## config.mk

```make
export PLATFORM = sky130hd
export DESIGN_NAME = des_block_sched
export DESIGN_NICKNAME = d
export VERILOG_FILES = /design/src/rtl/des_pkg.sv /design/src/rtl/des_block_sched.sv
export SDC_FILE = /design/constraint.sdc
export NUM_CORES = 1
export LEC_CHECK = 0
export CORE_AREA = 10 10 185 187
export CTS_BUF_LIST = sky130_fd_sc_hd__clkbuf_2 sky130_fd_sc_hd__clkbuf_4 sky130_fd_sc_hd__clkbuf_8
export CTS_CLUSTER_SIZE = 28
export DETAILED_ROUTE_END_ITERATION = 16
export DIE_AREA = 0 0 195 197
export GPL_TIMING_DRIVEN = 0
export PLACE_DENSITY_LB_ADDON = 0.08
export SKIP_CTS_REPAIR_TIMING = 1
export SYNTH_ARGS = -nofsm -noshare
export SYNTH_HDL_FRONTEND = slang
export SYNTH_SLANG_ARGS = --single-unit
```

## constraint.sdc

```tcl
create_clock -name clk -period 6.11 [get_ports clk]
set_clock_uncertainty 0.05 [all_clocks]
set_input_delay 0.611 -clock clk [delete_from_list [all_inputs] [get_ports clk]]
set_output_delay 0.611 -clock clk [all_outputs]
set_load 0.01 [all_outputs]
```

## src/rtl/des_pkg.sv

```systemverilog
// des_pkg: types and defaults shared by the DES block scheduler.
`default_nettype none

package des_pkg;

  typedef logic [7:0][7:0] block_t;
  typedef logic [7:0][7:0] key_t;

  typedef enum logic [2:0] {
    S_IDLE = 3'd0,
    S_LOAD = 3'd1,
    S_FIRE = 3'd2,
    S_WAIT = 3'd3,
    S_ACK  = 3'd4,
    S_OUT  = 3'd5,
    S_FIN  = 3'd6,
    S_ERR  = 3'd7
  } sched_state_e;

  localparam int DEFAULT_TIMEOUT = 1024;

endpackage

`default_nettype wire

```

## src/rtl/des_block_sched.sv

```systemverilog
// ----------------------------------------------------------------------------
// des_block_sched: runs a single-block DES decrypt core over an N-block job.
// Optional CBC chaining under DES_SCHED_CBC_EN.  Revision: 1.0
// ----------------------------------------------------------------------------
`default_nettype none

module des_block_sched
  import des_pkg::*;
#(
  parameter int BLOCK_W = 64,
  parameter int KEY_W   = 64,
  parameter int CNT_W   = 16,
  parameter int TIMEOUT = DEFAULT_TIMEOUT
) (
  input  logic               clk,
  input  logic               reset,
  input  logic               start,
  input  logic [CNT_W-1:0]   num_blocks,
  input  logic [KEY_W-1:0]   key_in,
  input  logic [BLOCK_W-1:0] iv_in,
  input  logic               in_valid,
  input  logic [BLOCK_W-1:0] in_data,
  output logic               in_ready,
  output logic               out_valid,
  output logic [BLOCK_W-1:0] out_data,
  input  logic               out_ready,
  output logic [BLOCK_W-1:0] core_message,
  output logic [KEY_W-1:0]   core_key,
  output logic               core_enable,
  input  logic               core_done,
  input  logic [BLOCK_W-1:0] core_result,
  output logic               core_ack,
  output logic               busy,
  output logic               done,
  output logic               error,
  output logic [CNT_W-1:0]   blocks_done
);

  localparam int TMR_W = $clog2(TIMEOUT);
  localparam logic [TMR_W-1:0] c_TMR_LAST = TMR_W'(TIMEOUT - 1);

  sched_state_e       r_state;
  logic               r_in_ready;
  logic               r_out_valid;
  logic [BLOCK_W-1:0] r_out_data;
  logic [BLOCK_W-1:0] r_core_message;
  logic [KEY_W-1:0]   r_core_key;
  logic               r_core_enable;
  logic               r_core_ack;
  logic               r_busy;
  logic               r_done;
  logic               r_error;
  logic [CNT_W-1:0]   r_blocks_done;
  logic [CNT_W-1:0]   r_remaining;
  logic [TMR_W-1:0]   r_timer;
  logic [BLOCK_W-1:0] w_plain;

`ifdef DES_SCHED_CBC_EN
  logic [BLOCK_W-1:0] r_chain;
  assign w_plain = core_result ^ r_chain;

  always_ff @(posedge clk or negedge reset) begin
    if (!reset) begin
      r_chain <= '0;
    end else if ((r_state == S_IDLE || r_state == S_ERR) && start) begin
      r_chain <= iv_in;
    end else if (r_state == S_OUT && out_ready) begin
      // the ciphertext just decrypted chains into the next block
      r_chain <= r_core_message;
    end
  end
`else
  logic w_unused_iv;
  assign w_unused_iv = ^iv_in;
  assign w_plain     = core_result;
`endif

  always_ff @(posedge clk or negedge reset) begin
    if (!reset) begin
      r_state        <= S_IDLE;
      r_in_ready     <= 1'b0;
      r_out_valid    <= 1'b0;
      r_out_data     <= '0;
      r_core_message <= '0;
      r_core_key     <= '0;
      r_core_enable  <= 1'b0;
      r_core_ack     <= 1'b0;
      r_busy         <= 1'b0;
      r_done         <= 1'b0;
      r_error        <= 1'b0;
      r_blocks_done  <= '0;
      r_remaining    <= '0;
      r_timer        <= '0;
    end else begin
      case (r_state)
        S_IDLE, S_ERR: begin
          if (start) begin
            r_error       <= 1'b0;
            r_blocks_done <= '0;
            r_busy        <= 1'b1;
            if (num_blocks != '0) begin
              r_core_key  <= key_in;
              r_remaining <= num_blocks;
              r_in_ready  <= 1'b1;
              r_state     <= S_LOAD;
            end else begin
              r_done  <= 1'b1;
              r_state <= S_FIN;
            end
          end
        end
        S_LOAD: begin
          if (in_valid) begin
            r_core_message <= in_data;
            r_in_ready     <= 1'b0;
            r_core_enable  <= 1'b1;
            r_state        <= S_FIRE;
          end
        end
        S_FIRE: begin
          r_core_enable <= 1'b0;
          r_timer       <= '0;
          r_state       <= S_WAIT;
        end
        S_WAIT: begin
          if (core_done) begin
            r_out_data <= w_plain;
            r_core_ack <= 1'b1;
            r_state    <= S_ACK;
          end else if (r_timer == c_TMR_LAST) begin
            r_error <= 1'b1;
            r_busy  <= 1'b0;
            r_state <= S_ERR;
          end else begin
            r_timer <= r_timer + 1'b1;
          end
        end
        S_ACK: begin
          r_core_ack  <= 1'b0;
          r_out_valid <= 1'b1;
          r_state     <= S_OUT;
        end
        S_OUT: begin
          if (out_ready) begin
            r_out_valid   <= 1'b0;
            r_blocks_done <= r_blocks_done + 1'b1;
            r_remaining   <= r_remaining - 1'b1;
            if (r_remaining == CNT_W'(1)) begin
              r_done  <= 1'b1;
              r_state <= S_FIN;
            end else begin
              r_in_ready <= 1'b1;
              r_state    <= S_LOAD;
            end
          end
        end
        S_FIN: begin
          r_done  <= 1'b0;
          r_busy  <= 1'b0;
          r_state <= S_IDLE;
        end
        default: begin
          r_busy  <= 1'b0;
          r_state <= S_IDLE;
        end
      endcase
    end
  end

  assign in_ready     = r_in_ready;
  assign out_valid    = r_out_valid;
  assign out_data     = r_out_data;
  assign core_message = r_core_message;
  assign core_key     = r_core_key;
  assign core_enable  = r_core_enable;
  assign core_ack     = r_core_ack;
  assign busy         = r_busy;
  assign done         = r_done;
  assign error        = r_error;
  assign blocks_done  = r_blocks_done;

endmodule

`default_nettype wire

```

# After elaboration in Yosys (flattened, before gate mapping)
# Index checks and enable logic that the tools add are counted.
dict set report totals {
  reg_bits 244
  output_inout_bits 215
}
dict set report classes {
  addsub 3
  n_eq_ne 21
  muxes 43
  reduce_logical 26
}
# op n
set op_table {}
lappend op_table {{two-way mux 16 bit} 5}
lappend op_table {{case mux 16 bit (2 select lines)} 2}
lappend op_table {{!= test 2 bit (second input constant)} 11}
lappend op_table {{two-way mux 3 bit} 7}
lappend op_table {{case mux 3 bit (7 select lines)} 1}
lappend op_table {{two-way mux 10 bit} 2}
lappend op_table {{case mux 10 bit (2 select lines)} 1}
lappend op_table {{two-way mux 1 bit} 18}
lappend op_table {{adder 16 x 1 -> 16 bit (second input constant)} 1}
lappend op_table {{equality test 16 x 1 -> 1 bit (second input constant)} 1}
lappend op_table {{AND reduction 4 bit} 4}
lappend op_table {{nonzero test 16 bit} 1}
lappend op_table {{subtractor 16 x 1 -> 16 bit (second input constant)} 1}
lappend op_table {{equality test 3 bit (second input constant)} 4}
lappend op_table {{nonzero test 2 bit} 6}
lappend op_table {{adder 10 x 1 -> 10 bit (second input constant)} 1}
lappend op_table {{equality test 10 bit (second input constant)} 1}
lappend op_table {{AND reduction 2 bit} 5}
lappend op_table {{case mux 1 bit (3 select lines)} 3}
lappend op_table {{AND reduction 3 bit} 3}
lappend op_table {{nonzero test 3 bit} 3}
lappend op_table {{case mux 1 bit (2 select lines)} 4}
lappend op_table {{equality test 3 x 2 -> 1 bit (second input constant)} 2}
lappend op_table {{AND reduction 6 bit} 1}
lappend op_table {{5 further kinds} 5}

# Logic depth before layout (Yosys ltp)
# Gate-level depths: netlist of the first run.
dict set report logic_depth {
  word_depth 4
  mapped_depth 8
}

# Worst setup path after synthesis of the first run
# Ideal clock, no wire load.
dict set report synth_timing {
  kind {reg2reg}
  start {register r_remaining[2]}
  end {register r_remaining[11]}
  setup_time_ns 0.121
  arrival_time_ns 1.897
  required_ns 5.939
  setup_slack_ns 4.041
  path_stages_with_launch 6
  path_cell_list {dfrtp_1 -> or4_4 -> or4b_4 -> nor3_2 -> a31oi_1 -> o22a_1}
}
dict set report synth_between {
  elab_chain_cells 3
}
# item line
set synth_rtl {}
lappend synth_rtl {{from (decl)} des_block_sched.sv:54} ;# logic [CNT_W-1:0] r_remaining;
lappend synth_rtl {{from (signal assigned)} des_block_sched.sv:103} ;# r_remaining <= num_blocks;
lappend synth_rtl {{from (signal assigned)} des_block_sched.sv:147} ;# r_remaining <= r_remaining - 1'b1;
lappend synth_rtl {{subtractor 16 x 1 -> 16 bit} des_block_sched.sv:147}
lappend synth_rtl {{two-way mux 16 bit} des_block_sched.sv:144} ;# if (out_ready) begin
lappend synth_rtl {{case mux 16 bit (2 select lines)} des_block_sched.sv:95} ;# case (r_state)
# Every way passes these cells. The select of a mux whose other input is x is not followed.
# A chain may end at the register's enable or synchronous reset.

# Final worst setup path of the first run
dict set report layout_timing {
  start {input port start}
  end {register r_remaining[13]}
}
dict set report layout_between {
  elab_chain_cells 2
}
# item line
set layout_rtl {}
lappend layout_rtl {{from (decl)} des_block_sched.sv:17} ;# input logic start,
lappend layout_rtl {{!= test 2 bit (no source line)} n/a}
lappend layout_rtl {{AND reduction 4 bit (no source line)} n/a}
# Every way passes these cells.

==> flow_summary.yaml, run 1 <==
setup_path:
  reg2reg_to: "r_remaining[13]$_DFFE_PN0P_"
  critical_path_buf_inv_count: 3
  crit_end: "r_remaining[13]$_DFFE_PN0P_"
  crit_chain: "clkdlybuf4s50_1 -> inv_1 -> o31ai_2 -> o21ai_1 -> clkbuf_1 -> o22a_1"
  cp-start-kind: "input pin"
  crit_fanout: 10
  worstPathRequired_ps: 6500
  startpoint: "start"
  end_kind: "flip-flop"
  cp.depth: 6
  max_stage_delay_ps: 800
  reg2reg_slack_ps: 3370
  critPathTopFamily: "compound AO/OA/AOI/OAI gates"
  critPathArrivalTime_ps: 3190
  timing.rr.start: "r_state[0]$_DFFE_PN0P_"
  worst-setup-path-type: "in -> reg"
  crit_slowest_cell: "o31ai_2"
  r2r_cells: 6
floorplanning:
  fp.coreArea_um2: 30400
  die_width_um: 195
  ioPinCount: 493
  fp-row-count: 64
  initial_core_util_pct: 33.3
  die_area_um2: 38400
  die_h_um: 197
grt:
  grt_pass1_wl_um: 53000
  grt_pass1_vias: 8518
  grt_overflow_total: 0
  grt_max_degree: 114
  grtUsageTotal_pct: 17.6
  antenna_found_initial: 1
logic_synthesis:
  synth_area_leaders: "dfrtp_1 (60%), mux2_2 (21%), o21ai_0 (1.8%)"
  synth_seq_cells: 244
  synthTopCellsByCount: "dfrtp_1 (244), mux2_2 (190), o21ai_0 (37), nor2_1 (34), nand2_1 (28)"
  synth-edff-count: 0
  synth.avg_cell_area_um2: 13.4
  synth_ff_type: "dfrtp_1"
  synth_cells: 756
  yosys.cell_types.count: 63
  yosysMostFrequentCell: "dfrtp_1"
  ys_warn_count: 0
  ys_seq_area_share_pct: 60.3
  synth_area_um2: 10100
  ys_async_sr_fraction_pct: 100
  netlist.top_cell.by_area: "dfrtp_1"
  yosysTopAreaCellShare_pct: 60.3
  syn_nets: 1038
sta:
  setup_viol_count_final: 0
  finalHoldViolations: 0
  relSlewSlack_pct: 39.9
  worst_slew_pin_slew_ps: 895
  period_share_pct: 46.0
  max_freq_mhz: 356
  drv_slew: 0
  fin_crit_ps: 2810
  tns_ps: 0
  grt_setup_unrepaired: "no"
route:
  drtIter0Drc: 255
  finalWirelength_um: 35100
  route.detailed.drc: 0
  vias: 7908
  postRouteAntennaNets: 0
  wl_per_cell_um: 21.1
  viasPerCell: 4.75
  dr.pass1.iters: 4
cts:
  cts.sinks: 244
  cts_buffers: 46
  htreeDepth: 2
  clockBufferDepth: 3
  clk_latency_ps: 550
  cts_tree: "done"
  clkTransAtPathRegs_ps: 50
  cts_root_buffer: "clkbuf_8"
finish:
  nets: 1517
  design_area_um2: 15900
  drive_gt1_share_pct: 23.9
  area_growth_pct: 57.5
  num-fill-cells: 2728
  diodes: 0
pwr:
  finalPower_mw: 8.11
  power_density_nw_per_um2: 509
  power.leakage_nw: 6.57
  vdd.ir_drop.worst_uv: 289
status:
  status: "finished, final reports clean"
place:
  dpl-instance-area_um2: 15000
  numPortBuffers: 428
  post-dp-hpwl_um: 27300
  gp_congestion: 0.813
worst_hold_path:
  worstHoldPathCells: 1
  hold_class: "reg -> reg"
flow_run:
  max_cap_violations: 0
## state kept, by name, summed over array words and instances, names as in the netlist, 3 cells and up
name,flops
core_message,64
out_data,64
blocks_done,16
core_key,64
r_remaining,16
r_timer,10
r_state,3
## placed cells by master (no fill, tap or decap), drive strengths merged, types with 2 or more instances in the layout
| master | count |
|---|---|
| and3 | 8 |
| o22ai | 3 |
| clkbuf | 86 |
| nand2b | 7 |
| a22o | 2 |
| o31ai | 4 |
| nor2 | 35 |
| clkinvlp | 2 |
| nand3 | 14 |
| and4 | 2 |
| a21oi | 24 |
| o2111ai | 2 |
| o31a | 2 |
| ha | 4 |
| nor3b | 3 |
| buf | 23 |
| inv | 11 |
| mux2 | 194 |
| or4 | 4 |
| o21ai | 38 |
| o211ai | 2 |
| nand4b | 2 |
| nor4 | 13 |
| o22a | 3 |
| or3 | 3 |
| nand2 | 29 |
| clkdlybuf4s50 | 427 |
| clkinv | 9 |
| xor2 | 8 |
| a31oi | 4 |
| nor3 | 13 |
| xnor2 | 5 |
| a21o | 2 |
| nand4 | 5 |
| a21boi | 2 |
| or4b | 2 |
| o21a | 7 |
| nor2b | 2 |
| dfrtp | 244 |
| o2bb2ai | 2 |
## metrics by stage
| step | worst slack (ps) | hold slack, ps | instances | utilization, % |
|---|---|---|---|---|
| 2_1_floorplan | 4040 | 265 | 756 | - |
| 3_3_place_gp | -6960 | 416 | 1580 | 49.0 |
| 3_5_place_dp | 2790 | 418 | 1582 | 49.2 |
| 4_1_cts | 3380 | -60.0 | 1665 | 52.4 |
| 5_1_grt | 3180 | 448 | 1666 | 52.4 |
| 6_report | 3300 | 433 | 1666 | 52.4 |
## per-layer routing
metal / track usage [%] / vias to the layer above / part of all wire (%)
met5: 0 / - / 0.037
met4: 4.33 / 2 / 1.5
met3: 7.38 / 43 / 9.1
met2: 30.9 / 276 / 52
met1: 19.2 / 3878 / 37
li1: - / 3709 / -
## area by class of cell
class | count | area (um2) | area share, %
tap | 396 | 495 | 3.11
sequential | 244 | 6110 | 38.3
clock inverter | 12 | 68.8 | 0.432
timing repair buffer | 431 | 4350 | 27.3
buffer | 35 | 155 | 0.973
multi-input combinational | 467 | 3830 | 24.0
clock buffer | 71 | 902 | 5.66
inverter | 10 | 37.5 | 0.235
## how the worst min path moves through the flow
stage | startpoint | to | slack, ps
CTS | reset | r_remaining[5]$_DFFE_PN0P_ | -60
detailed placement | core_enable$_DFFE_PN0P_ | core_enable$_DFFE_PN0P_ | 420
finish | core_enable$_DFFE_PN0P_ | core_enable$_DFFE_PN0P_ | 430
floorplan | reset | blocks_done[0]$_DFFE_PN0P_ | 270
global placement | core_enable$_DFFE_PN0P_ | core_enable$_DFFE_PN0P_ | 420
global route | core_enable$_DFFE_PN0P_ | core_enable$_DFFE_PN0P_ | 450
## cell families (layout without fill, tap and decap cells)
family / Yosys count / count (layout) / synth area share [%]
flip-flops: 244 / 244 / 60.3
multiplexers: 195 / 195 / 21.7
AND/OR/NAND/NOR: 146 / 146 / 7.66
AO/OA/AOI/OAI: 109 / 109 / 6.83
buffers and inverters: 45 / 559 / 1.90
XOR/XNOR: 13 / 13 / 1.12
adder cells (fa/ha/maj): 4 / 4 / 0.494
## where the power goes
group	switching, mW	internal (mW)
Combinational	1.56	2.11
Sequential	0.422	2.37
Clock	0.710	0.942
Total	2.69	5.42
No activity file was read; power rests on OpenSTA's default activity.
==> run 2: changes to the inputs <==
--- a/config.mk
+++ b/config.mk
@@ -5,11 +5,11 @@
 export SDC_FILE = /design/constraint.sdc
 export NUM_CORES = 1
 export LEC_CHECK = 0
-export CORE_AREA = 10 10 185 187
+export CORE_AREA = 10 10 181 183
 export CTS_BUF_LIST = sky130_fd_sc_hd__clkbuf_2 sky130_fd_sc_hd__clkbuf_4 sky130_fd_sc_hd__clkbuf_8
 export CTS_CLUSTER_SIZE = 28
 export DETAILED_ROUTE_END_ITERATION = 16
-export DIE_AREA = 0 0 195 197
+export DIE_AREA = 0 0 191 193
 export GPL_TIMING_DRIVEN = 0
 export PLACE_DENSITY_LB_ADDON = 0.08
 export SKIP_CTS_REPAIR_TIMING = 1
==> constraint.sdc (replaced) <==
create_clock -name clk -period 2.9 [get_ports clk]
set_clock_uncertainty 0.05 [all_clocks]
set_input_delay 0.29 -clock clk [delete_from_list [all_inputs] [get_ports clk]]
set_output_delay 0.29 -clock clk [all_outputs]
set_load 0.01 [all_outputs]
==> run 2 against run 1 <==
Effect of this change: total power up 110%; register-to-register slack worse by 3100 ps; die area decreased by 4.0%; sequential share of layout area rose by 0.072 points; sequential power increased by 110%; core utilization is 2.0 points higher; cell count fell by 0.36%; clock power rose by 110%; via count rose by 1.1%; cell area fell by 0.19%; flip-flop and latch count did not move; worst hold slack got worse by 250 ps; critical path type is now reg -> reg.
==> flow_summary.yaml, run 2 (synthesized netlist as in run 1, its figures left out) <==
setup_path:
  crit_chain: "buf_2 -> o21ba_2 -> o31ai_2 -> o21ai_1 -> clkbuf_1 -> nand2_1 -> o21ai_0"
  crit_fanout: 10
  max_stage_delay_ps: 640
  reg2reg_slack_ps: 280
  critical_path_buf_inv_count: 2
  crit_slowest_cell: "o31ai_2"
  critPathTopFamily: "compound AO/OA/AOI/OAI gates"
  end_kind: "flip-flop"
  worstPathRequired_ps: 3250
  critPathArrivalTime_ps: 2970
  timing.rr.start: "r_state[0]$_DFFE_PN0P_"
  r2r_cells: 7
  worst-setup-path-type: "reg -> reg"
  cp-start-kind: "flip-flop"
  reg2reg_to: "r_remaining[1]$_DFFE_PN0P_"
finish:
  nets: 1517
  postLayoutCoreUtil_pct: 54.4
  stdcell_count: 1660
  final_cell_mix: "clkdlybuf4s50_1 (427), dfrtp_1 (244), mux2_2 (190)"
  area_growth_pct: 57.2
  drive_gt1_share_pct: 23.8
  design_area_um2: 15900
  final_common_cell: "clkdlybuf4s50_1"
place:
  pre_cts_slack_ps: -42.7
  post-dp-hpwl_um: 26700
  dp.cells: 1576
  gp_congestion: 0.809
  numPortBuffers: 428
  dpl-instance-area_um2: 15000
cts:
  htreeDepth: 2
  clkTransAtPathRegs_ps: 60
  cts_root_buffer: "clkbuf_8"
  cts_tree: "done"
  cts.sinks: 244
  cts_buffers: 46
  clockBufferDepth: 3
  clk_latency_ps: 550
sta:
  fin_ws_ps: 277
  tns_ps: 0
  worst_slew_pin_slew_ps: 780
  fin_crit_ps: 2620
  relSlewSlack_pct: 47.7
  finalHoldViolations: 0
  period_share_pct: 90.5
  grt_setup_unrepaired: "no"
  drv_slew: 0
  max_freq_mhz: 381
  setup_viol_count_final: 0
route:
  viasPerCell: 4.82
  wl_per_cell_um: 20.8
  route.detailed.drc: 0
  finalWirelength_um: 34600
  vias: 7995
  dr.pass1.iters: 4
  postRouteAntennaNets: 0
  drtIter0Drc: 348
status:
  status: "finished, final reports clean"
floorplanning:
  ioPinCount: 493
  fp-row-count: 63
  die_area_um2: 36900
  initial_core_util_pct: 34.6
  die_h_um: 193
  fp.coreArea_um2: 29200
  die_width_um: 191
grt:
  grtUsageTotal_pct: 18.2
  grt_max_degree: 112
  grt_pass1_wl_um: 51900
  grt_pass1_vias: 8545
  antenna_found_initial: 5
  grt_overflow_total: 0
pwr:
  vdd.ir_drop.worst_uv: 580
  power_density_nw_per_um2: 1070
  power.leakage_nw: 6.56
worst_hold_path:
  hold_class: "in -> async"
flow_run:
  max_cap_violations: 0
[run 2: cell types whose count changed in the layout (fill, tap and decap cells not counted), sizes merged]
cell	previous run	this run
clkinvlp	2	1
clkbuf	86	89
inv	11	10
clkinv	9	6
diode	0	2
[run 2: worst reg2reg max path, cell delays in order (launching register included)]
cell,delay [ps]
dfrtp_1,350
buf_2,160
o21ba_2,250
o31ai_2,640
o21ai_1,470
clkbuf_1,350
nand2_1,120
o21ai_0,90
[run 2: worst max path at each step]
stage / startpoint / slack, ps / cells past startpoint / end
floorplan: r_remaining[2]$_DFFE_PN0P_ / 830 / 5 / r_remaining[11]$_DFFE_PN0P_
global placement: reset / -9810 / 1 / out_data[11]$_DFFE_PN0P_
detailed placement: start / -40 / 7 / r_remaining[1]$_DFFE_PN0P_
CTS: r_state[0]$_DFFE_PN0P_ / 230 / 7 / r_remaining[1]$_DFFE_PN0P_
global route: r_state[2]$_DFFE_PN0P_ / 110 / 6 / r_remaining[5]$_DFFE_PN0P_
finish: r_state[0]$_DFFE_PN0P_ / 280 / 7 / r_remaining[1]$_DFFE_PN0P_
[run 2: per-layer routing]
layer,global-route usage (%),wire length (um)
met5,0,34
met4,4.27,410
met3,8.69,3580
met2,31.5,18000
met1,19.7,12500
[run 2: final cells by class]
type	instances	area (um2)
fill	2556	13300
sequential	244	6110
timing repair buffer	431	4350
multi-input combinational	467	3830
clock buffer	74	906
tap	390	488
buffer	35	155
clock inverter	7	37.5
inverter	10	37.5
antenna	2	5.00
[run 2: power breakdown]
group	switching, mW	internal, mW
clock	1.46	1.97
combinational	3.26	4.44
sequential	0.882	5.00
[run 2: through the flow]
stage	power (mW)	hold slack (ps)
floorplan	9.34	-55.6
global placement	13.7	417
detailed placement	13.7	177
CTS	17.3	-414
global route	18.1	225
finish	17.0	185
